### src/rtl/lif_pkg.sv
// Shared types and helpers for the LIF neuron scheduler.
package lif_pkg;

  // Sweep controller states.
  typedef enum logic [1:0] {
    ST_IDLE  = 2'd0,
    ST_SWEEP = 2'd1,
    ST_DONE  = 2'd2
  } lif_sched_state_e;

  localparam int LIF_WIDTH      = 8;
  localparam int LIF_LEAK_SHIFT = 1;

  // Unsigned add of two operands of width w (w < 32), clamped to 2^w-1.
  function automatic logic [32:0] sat_add(input logic [31:0] a,
                                          input logic [31:0] b,
                                          input int          w);
    logic [32:0] s;
    logic [32:0] m;
    s = {1'b0, a} + {1'b0, b};
    m = (33'd1 << w) - 33'd1;
    return (s > m) ? m : s;
  endfunction

endpackage

### src/rtl/lif_spike_fifo.sv
// Small synchronous FIFO for spike ids. DEPTH must be a power of two >= 2.
// A push while full is accepted when a pop happens in the same cycle.
module lif_spike_fifo #(
  parameter int DEPTH = 4,
  parameter int DW    = 2
) (
  input  logic          clk,
  input  logic          rst,
  input  logic          push_i,
  input  logic          pop_i,
  input  logic [DW-1:0] data_i,
  output logic [DW-1:0] data_o,
  output logic          full_o,
  output logic          empty_o
);

  localparam int AW = $clog2(DEPTH);

  logic [DW-1:0] mem [DEPTH];
  logic [AW-1:0] wr_q, wr_d;
  logic [AW-1:0] rd_q, rd_d;
  logic [AW:0]   cnt_q, cnt_d;
  logic          push_ok;
  logic          pop_ok;

  assign full_o  = (cnt_q == (AW+1)'(DEPTH));
  assign empty_o = (cnt_q == '0);
  assign pop_ok  = pop_i && !empty_o;
  assign push_ok = push_i && (!full_o || pop_i);
  // Head is forced to zero when empty so the id output is defined.
  assign data_o  = empty_o ? '0 : mem[rd_q];

  // Pointer and occupancy next-state.
  always_comb begin
    wr_d  = wr_q;
    rd_d  = rd_q;
    cnt_d = cnt_q;
    if (push_ok) wr_d = wr_q + AW'(1);
    if (pop_ok)  rd_d = rd_q + AW'(1);
    case ({push_ok, pop_ok})
      2'b10:   cnt_d = cnt_q + (AW+1)'(1);
      2'b01:   cnt_d = cnt_q - (AW+1)'(1);
      default: cnt_d = cnt_q;
    endcase
  end

  // Pointer and occupancy registers.
  always_ff @(posedge clk or posedge rst) begin
    if (rst) begin
      wr_q  <= '0;
      rd_q  <= '0;
      cnt_q <= '0;
    end else begin
      wr_q  <= wr_d;
      rd_q  <= rd_d;
      cnt_q <= cnt_d;
    end
  end

  // Storage; contents are only observed while non-empty, so no reset.
  always_ff @(posedge clk) begin
    if (push_ok) mem[wr_q] <= data_i;
  end

endmodule

### src/rtl/lif_sched.sv
// Time-multiplexed leaky integrate-and-fire scheduler: one update datapath
// walks all neurons once per tick and queues spike ids in a small FIFO.
// Optional refractory counters: define LIF_SCHED_REFRACTORY_EN.
module lif_sched
  import lif_pkg::*;
#(
  parameter int N_NEURONS     = 4,
  parameter int WIDTH         = LIF_WIDTH,
  parameter int LEAK_SHIFT    = LIF_LEAK_SHIFT,
  parameter int FIFO_DEPTH    = 4,
  parameter int REFRAC_SWEEPS = 2
) (
  input  logic                         clk,
  input  logic                         rst,
  input  logic                         tick,
  input  logic                         cfg_we,
  input  logic [$clog2(N_NEURONS)-1:0] cfg_addr,
  input  logic [WIDTH-1:0]             cfg_data,
  input  logic [WIDTH-1:0]             threshold,
  output logic                         busy,
  output logic                         sweep_done,
  output logic                         spike_valid,
  input  logic                         spike_ready,
  output logic [$clog2(N_NEURONS)-1:0] spike_id,
  output logic [WIDTH-1:0]             state_mon,
  output logic                         drop_sticky
);

  localparam int IDW = $clog2(N_NEURONS);

  lif_sched_state_e fsm_q, fsm_d;
  logic [IDW-1:0]   idx_q, idx_d;

  logic [WIDTH-1:0] state_q [N_NEURONS];
  logic [WIDTH-1:0] cur_q   [N_NEURONS];

  logic [WIDTH-1:0] st_sel;
  logic [WIDTH-1:0] cur_sel;
  logic [WIDTH-1:0] leaked;
  logic [WIDTH-1:0] sum;
  logic [WIDTH-1:0] new_state;
  logic             update;
  logic             in_refrac;
  logic             fire;
  logic             fifo_full;
  logic             fifo_empty;
  logic             drop_q;

  assign busy        = (fsm_q == ST_SWEEP);
  assign sweep_done  = (fsm_q == ST_DONE);
  assign update      = busy;
  assign spike_valid = !fifo_empty;
  assign drop_sticky = drop_q;
  assign state_mon   = state_q[cfg_addr];

  // Shared LIF datapath for the neuron selected by idx.
  always_comb begin
    st_sel    = state_q[idx_q];
    cur_sel   = cur_q[idx_q];
    leaked    = st_sel - (st_sel >> LEAK_SHIFT);
    sum       = WIDTH'(sat_add(32'(leaked), 32'(cur_sel), WIDTH));
    fire      = update && !in_refrac && (sum >= threshold);
    new_state = (fire || in_refrac) ? '0 : sum;
  end

  // Sweep controller next-state; ticks outside IDLE are dropped.
  always_comb begin
    fsm_d = fsm_q;
    idx_d = idx_q;
    case (fsm_q)
      ST_IDLE: begin
        if (tick) begin
          fsm_d = ST_SWEEP;
          idx_d = '0;
        end
      end
      ST_SWEEP: begin
        if (idx_q == IDW'(N_NEURONS - 1)) fsm_d = ST_DONE;
        else                              idx_d = idx_q + IDW'(1);
      end
      ST_DONE: fsm_d = ST_IDLE;
      default: fsm_d = ST_IDLE;
    endcase
  end

  // Sweep controller registers.
  always_ff @(posedge clk or posedge rst) begin
    if (rst) begin
      fsm_q <= ST_IDLE;
      idx_q <= '0;
    end else begin
      fsm_q <= fsm_d;
      idx_q <= idx_d;
    end
  end

  // Membrane and current register files; the update reads the old current
  // even when a config write targets the same neuron this cycle.
  always_ff @(posedge clk or posedge rst) begin
    if (rst) begin
      for (int i = 0; i < N_NEURONS; i++) begin
        state_q[i] <= '0;
        cur_q[i]   <= '0;
      end
    end else begin
      if (cfg_we) cur_q[cfg_addr] <= cfg_data;
      if (update) state_q[idx_q]  <= new_state;
    end
  end

`ifdef LIF_SCHED_REFRACTORY_EN
  // Counter width kept at least one bit so REFRAC_SWEEPS = 0 still elaborates.
  localparam int RW = (REFRAC_SWEEPS > 0) ? $clog2(REFRAC_SWEEPS + 1) : 1;

  logic [RW-1:0] refrac_q [N_NEURONS];

  assign in_refrac = (refrac_q[idx_q] != '0);

  // Refractory counters: loaded on a spike, counted down on skipped updates.
  always_ff @(posedge clk or posedge rst) begin
    if (rst) begin
      for (int i = 0; i < N_NEURONS; i++) refrac_q[i] <= '0;
    end else if (update) begin
      if (in_refrac)  refrac_q[idx_q] <= refrac_q[idx_q] - RW'(1);
      else if (fire)  refrac_q[idx_q] <= RW'(REFRAC_SWEEPS);
    end
  end
`else
  assign in_refrac = 1'b0;
`endif

  // Sticky flag for spikes lost to a full FIFO with no pop that cycle.
  always_ff @(posedge clk or posedge rst) begin
    if (rst) drop_q <= 1'b0;
    else if (fire && fifo_full && !spike_ready) drop_q <= 1'b1;
  end

  lif_spike_fifo #(
    .DEPTH (FIFO_DEPTH),
    .DW    (IDW)
  ) u_fifo (
    .clk     (clk),
    .rst     (rst),
    .push_i  (fire),
    .pop_i   (spike_ready),
    .data_i  (idx_q),
    .data_o  (spike_id),
    .full_o  (fifo_full),
    .empty_o (fifo_empty)
  );

endmodule

### config.mk
export PLATFORM = sky130hd
export DESIGN_NAME = lif_sched
export DESIGN_NICKNAME = d
export VERILOG_FILES = /design/src/rtl/lif_pkg.sv /design/src/rtl/lif_spike_fifo.sv /design/src/rtl/lif_sched.sv
export SDC_FILE = /design/constraint.sdc
export NUM_CORES = 1
export LEC_CHECK = 0
export ABC_AREA = 1
export CAP_MARGIN = 20
export CORE_MARGIN = 1
export CORE_UTILIZATION = 35
export DETAILED_ROUTE_END_ITERATION = 12
export GPL_TIMING_DRIVEN = 0
export HOLD_SLACK_MARGIN = 0.02
export PLACE_DENSITY = 0.56
export SLEW_MARGIN = 0
export SYNTH_ARGS = -nofsm -noshare
export SYNTH_HDL_FRONTEND = slang
export SYNTH_SLANG_ARGS = --single-unit
### constraint.sdc
create_clock -name clk -period 5.3 [get_ports clk]
set_input_delay 0.53 -clock clk [delete_from_list [all_inputs] [get_ports clk]]
set_output_delay 0.53 -clock clk [all_outputs]
set_load 0.02 [all_outputs]
==> impl_metrics.toml, run 1 <==
[status]
status = "complete, no violations"

[layout]
final_area_um2 = 6550
seq_area_um2 = 2140
finalNetCount = 784
drive_gt1_share_pct = 16.9
fill_cells = 1361
final_cells = 909
n_antenna_cell = 0
fin_util_pct = 47.0
area_delta_synth_final_pct = 30.0
multi_input_area_um2 = 2760

[synth]
yosysWarnings = 0
ys_types = 34
synth_cells = 651
avgSynthCellArea_um2 = 7.74
synth_nets = 710
synth.cell_area_um2 = 5040
synth_top_area_cell = "dfrtp_1"
synth.top_cell.area_share_pct = 37.8
ys_seq_elements = 84
seq_area_frac_synth_pct = 42.5
synthTopCellsByArea = "dfrtp_1 (38%), nand2_1 (14%), ha_1 (8.2%)"

[flow_run]
drv_cap = 0

[die]
io_pins = 37
dieArea_um2 = 14900
rows = 43
die_x_um = 122
initial_core_util_pct = 36.1
die_height_um = 122
core_um2 = 13900

[setup_path]
regToRegEndpoint = "u_fifo.cnt_q[2]$_DFFE_PP0P_"
crit_arrival_ns = 5.26
critPathMaxStageDelay_ns = 0.48
cp-start-kind = "flip-flop"
r2r_cells = 31
r2r-start = "idx_q[1]$_DFFE_PP0P_"
critPathCaptureType = "flip-flop"
crit_type = "flip-flop to flip-flop"
slowest_stage = "dfrtp_2"
crit_required_ns = 5.54
rrSetupSlack_ns = 0.28
cp_max_fo = 10

[sta]
maxClockFrequency_ghz = 0.199
finalSetupViolCount = 0
finalClockSkew_ns = 0.00639
worstMarginPinSlew_ns = 0.512
timing.final.crit_share_pct = 94.8
drv_slew = 0
slew-limit-headroom_pct = 65.8
min_period_ns = 5.02
finalHoldViolCount = 0

[global_routing]
gr-total-overflow = 0
grt_pass1_wl_mm = 23.6
first_global_vias = 4689
antenna_found_initial = 0
grt.total_usage_pct = 21.2
grt_max_degree = 49

[routing]
first_iter_violations = 268
drc = 0
ant_nets = 0
drtPass1Iterations = 6
wl_per_cell_um = 16.1
via_count = 4648
viasPerCell = 5.11
wirelength_mm = 14.7

[worst_hold_path]
holdPathEnd = "cur_q[10]$_DFFE_PP0P_"
min_path_cells = 2
hold_start = "cur_q[10]$_DFFE_PP0P_"
hold_path_class = "flip-flop to flip-flop"

[placement]
placed_area_um2 = 5650
placedCellCount = 868
dp_hpwl_mm = 9.98
io_buffers = 36
gp_congestion = 0.842

[clocking]
clock_sinks = 84
clk_pin_slew_worst_paths_ns = 0.06
numCtsBuffers = 9
htree_levels = 3
cts_buffer_depth = 2
cts_tree = "built"
clockRootBuffer = "clkbuf_16"
clk_latency_ns = 0.35
metal layers:
layer	track usage, %	vias up	share of wire [%]
li1	-	2272	-
met1	26.4	2223	44
met2	35.3	134	48
met3	5.15	19	5.9
met4	7.87	0	1.9
met5	0	-	0
state kept, by name, summed over array words and instances, names as in the netlist:
name / cells
idx_q: 2
u_fifo.rd_q: 2
u_fifo.mem: 8
cur_q: 32
u_fifo.wr_q: 2
u_fifo.cnt_q: 3
drop_sticky: 1
fsm_q: 2
state_q: 32
cell usage after synthesis, drive strengths merged:
master	number
ha	33
inv	83
nand3	54
o21bai	2
xor2	6
nand2	194
nand4	6
o22ai	8
clkbuf	5
a22oi	11
buf	13
a32oi	6
fa	3
o211ai	2
xnor2	4
o21ai	63
nor2	52
a21oi	19
a21o	1
edfxtp	8
dfrtp	76
nor3	2
cells in the final DEF (no fill, tap or decap), drive strengths merged:
cell type / count
ha: 33
o211ai: 2
o21bai: 2
xor2: 6
buf: 42
a32oi: 6
clkdlybuf4s50: 36
edfxtp: 8
clkbuf: 15
clkinv: 3
a21oi: 19
nand2: 194
inv: 81
a21o: 1
o22ai: 8
nor2: 52
nand4: 6
o21ai: 63
nand3: 54
nor3: 2
xnor2: 4
bufinv: 2
fa: 3
a22oi: 11
dfrtp: 76
metrics by stage:
step | TNS (ns) | setup WS, ns | hold slack, ns
global route | -0.0462 | -0.0452 | 0.503
detailed placement | -24.06 | -1.23 | 0.468
global placement | -20.37 | -1.20 | 0.461
CTS | 0 | 0.0190 | 0.482
floorplan | 0 | 0.000432 | 0.448
finish | 0 | 0.275 | 0.483
layout make-up:
cell class	count	share of cell area [%]
inverter	83	4.95
sequential	84	32.7
clock buffer	12	3.94
buffer	17	2.60
clock inverter	3	1.05
multi-input combinational	466	42.1
tap	180	3.44
timing repair buffer	64	9.21
worst max-delay path by stage:
stage                         start                     endpoint  cells past startpoint
5_1_grt        idx_q[0]$_DFFE_PP0P_  u_fifo.cnt_q[2]$_DFFE_PP0P_                     34
6_report       idx_q[1]$_DFFE_PP0P_  u_fifo.cnt_q[2]$_DFFE_PP0P_                     31
2_1_floorplan  idx_q[0]$_DFFE_PP0P_  u_fifo.cnt_q[2]$_DFFE_PP0P_                     32
3_5_place_dp   idx_q[0]$_DFFE_PP0P_  u_fifo.cnt_q[2]$_DFFE_PP0P_                     31
4_1_cts        idx_q[0]$_DFFE_PP0P_  u_fifo.cnt_q[2]$_DFFE_PP0P_                     31
3_3_place_gp   idx_q[0]$_DFFE_PP0P_  u_fifo.cnt_q[2]$_DFFE_PP0P_                     32
cells by family (layout without fill, tap and decap cells):
kind of cell	count (synthesis)	count (layout)	synth area share, %
simple gates	308	308	25.2
compound gates	112	112	12.9
flops	84	84	42.5
fa+ha+maj	36	36	9.39
buf+inv	101	179	8.22
xor+xnor	10	10	1.74
critical path: cells and delay by family, from the launching register on:
kind	cells	cell delay, ns
AOI/OAI and AO/OA	8	1.14
DFF	1	0.48
buffers and inverters	5	0.49
adders and majority gates	6	1.64
and+or+nand+nor	11	1.02
xor gates and xnor gates	1	0.14
repair_timing:
item / 4_1_cts / 5_1_grt
endpoints found under the setup margin: 46 / 33
pin swaps: 4 / 16
hold endpoints to repair: 0 / 0
hold buffers: 0 / 0
buffers inserted: 8 / 19
resized for setup: 41 / 53
Power of run 1 is not shown: default switching activity piles up to over one toggle a cycle in this logic, so the estimate is an artifact.
==> inputs of run 2 (changes only) <==
Settings changed: PLACE_DENSITY 0.56 to 0.61.
==> impl_metrics.toml, run 2 (synthesis gave the netlist of run 1 again) <==
[die]
die_height_um = 122
io_pins = 37
dieArea_um2 = 14900
core_um2 = 13900
die_x_um = 122
rows = 43
initial_core_util_pct = 36.1

[clocking]
clk_latency_ns = 0.35
clock_sinks = 84
cts_hold_buf = 0
clk_pin_slew_worst_paths_ns = 0.07
htree_levels = 3
numCtsBuffers = 9
cts_tree = "built"
cts_buffer_depth = 2
clockRootBuffer = "clkbuf_16"

[setup_path]
cp_max_fo = 10
critPathMaxStageDelay_ns = 0.46
slowest_stage = "dfrtp_2"
crit_arrival_ns = 5.29
cp-start-kind = "flip-flop"
critPathCaptureType = "flip-flop"
r2r_cells = 33
crit_type = "flip-flop to flip-flop"
crit_required_ns = 5.54

[placement]
gp_congestion = 0.830
dp_hpwl_mm = 9.90
placed_area_um2 = 5650
io_buffers = 36
dpl_worst_slack_ns = -1.35

[sta]
finalHoldViolCount = 0
setup_ws_ns = 0.249
worstMarginPinSlew_ns = 0.518
finalClockSkew_ns = 0.00848
whs_ns = 0.485
finalSetupViolCount = 0
min_period_ns = 5.05
timing.final.crit_share_pct = 95.3
drv_slew = 0
maxClockFrequency_ghz = 0.198
slew-limit-headroom_pct = 65.5

[global_routing]
gr-total-overflow = 0
antenna_found_initial = 0
grt_max_degree = 56
grt.total_usage_pct = 20.7
first_global_vias = 4649
grt_pass1_wl_mm = 23.1

[status]
status = "complete, no violations"

[routing]
via_count = 4680
wl_per_cell_um = 16.1
first_iter_violations = 364
ant_nets = 0
drtPass1Iterations = 5
viasPerCell = 5.20
wirelength_mm = 14.5
drc = 0

[layout]
area_delta_synth_final_pct = 26.9
n_antenna_cell = 0
finalNetCount = 774
drive_gt1_share_pct = 15.1
final_cell_mix = "nand2_1 (182), inv_1 (74), dfrtp_1 (74)"
final_common_cell = "nand2_1"
final_area_um2 = 6390
fin_util_pct = 45.9
top_regs = "cur_q: 32 flops, state_q: 32 flops, u_fifo.mem: 8 flops"

[flow_run]
drv_cap = 0

[worst_hold_path]
hold_path_class = "primary input to asynchronous set/reset pin"
run 2: changes by cell type in the layout (fill, tap and decap cells not counted), sizes merged:
cell | before | now
inv | 81 | 85
clkbuf | 15 | 11
buf | 42 | 33
bufinv | 2 | 0
clkinvlp | 0 | 2
run 2: stage by stage:
stage | std cells | setup TNS, ns
after global placement | 867 | -15.78
final | 900 | 0
after CTS | 892 | 0
after detailed placement | 868 | -26.15
after floorplan | 651 | 0
after global routing | 900 | -0.110
run 2: final cells by class:
| class | instances | area [um2] |
|---|---|---|
| fill | 1369 | 7540 |
| multi-input combinational | 466 | 2730 |
| sequential | 84 | 2140 |
| timing repair buffer | 56 | 547 |
| inverter | 83 | 322 |
| clock buffer | 9 | 225 |
| tap | 180 | 225 |
| buffer | 15 | 151 |
| clock inverter | 7 | 50.0 |
run 2: layer usage:
layer | up-vias | global-route usage (%) | part of all wire [%]
met1 | 2231 | 26.4 | 44
met4 | 0 | 9.10 | 2.1
li1 | 2258 | - | -
met3 | 28 | 4.35 | 6.0
met2 | 163 | 33.7 | 48
met5 | - | 0 | 0
run 2: final timing paths:
check	from	end	slack, ns
max reg2reg	idx_q[0]$_DFFE_PP0P_	u_fifo.cnt_q[2]$_DFFE_PP0P_	0.25
max in group asynchronous	rst	state_q[21]$_DFFE_PP0P_	4.23
min reg2reg	cur_q[13]$_DFFE_PP0P_	cur_q[13]$_DFFE_PP0P_	0.49
min	rst	fsm_q[1]$_DFFE_PP0P_	0.49
min in group clk	cur_q[13]$_DFFE_PP0P_	cur_q[13]$_DFFE_PP0P_	0.49
max	idx_q[0]$_DFFE_PP0P_	u_fifo.cnt_q[2]$_DFFE_PP0P_	0.25
run 2: critical path, delay by kind of cell (launching register included):
kind                       cells  cell delay, ns
and+or+nand+nor               12            1.12
adders and majority gates      6            1.60
buffers and inverters          6            0.62
DFF                            1            0.46
AOI/OAI and AO/OA              8            1.03
xor gates and xnor gates       1            0.14
run 2: what timing repair did:
action,4_1_cts,5_1_grt
setup buffers,10,10
pin swaps,3,13
setup endpoints to repair,46,32
resized for setup,42,45
hold endpoints to repair,0,0
Power of run 2 is left out for the same reason.
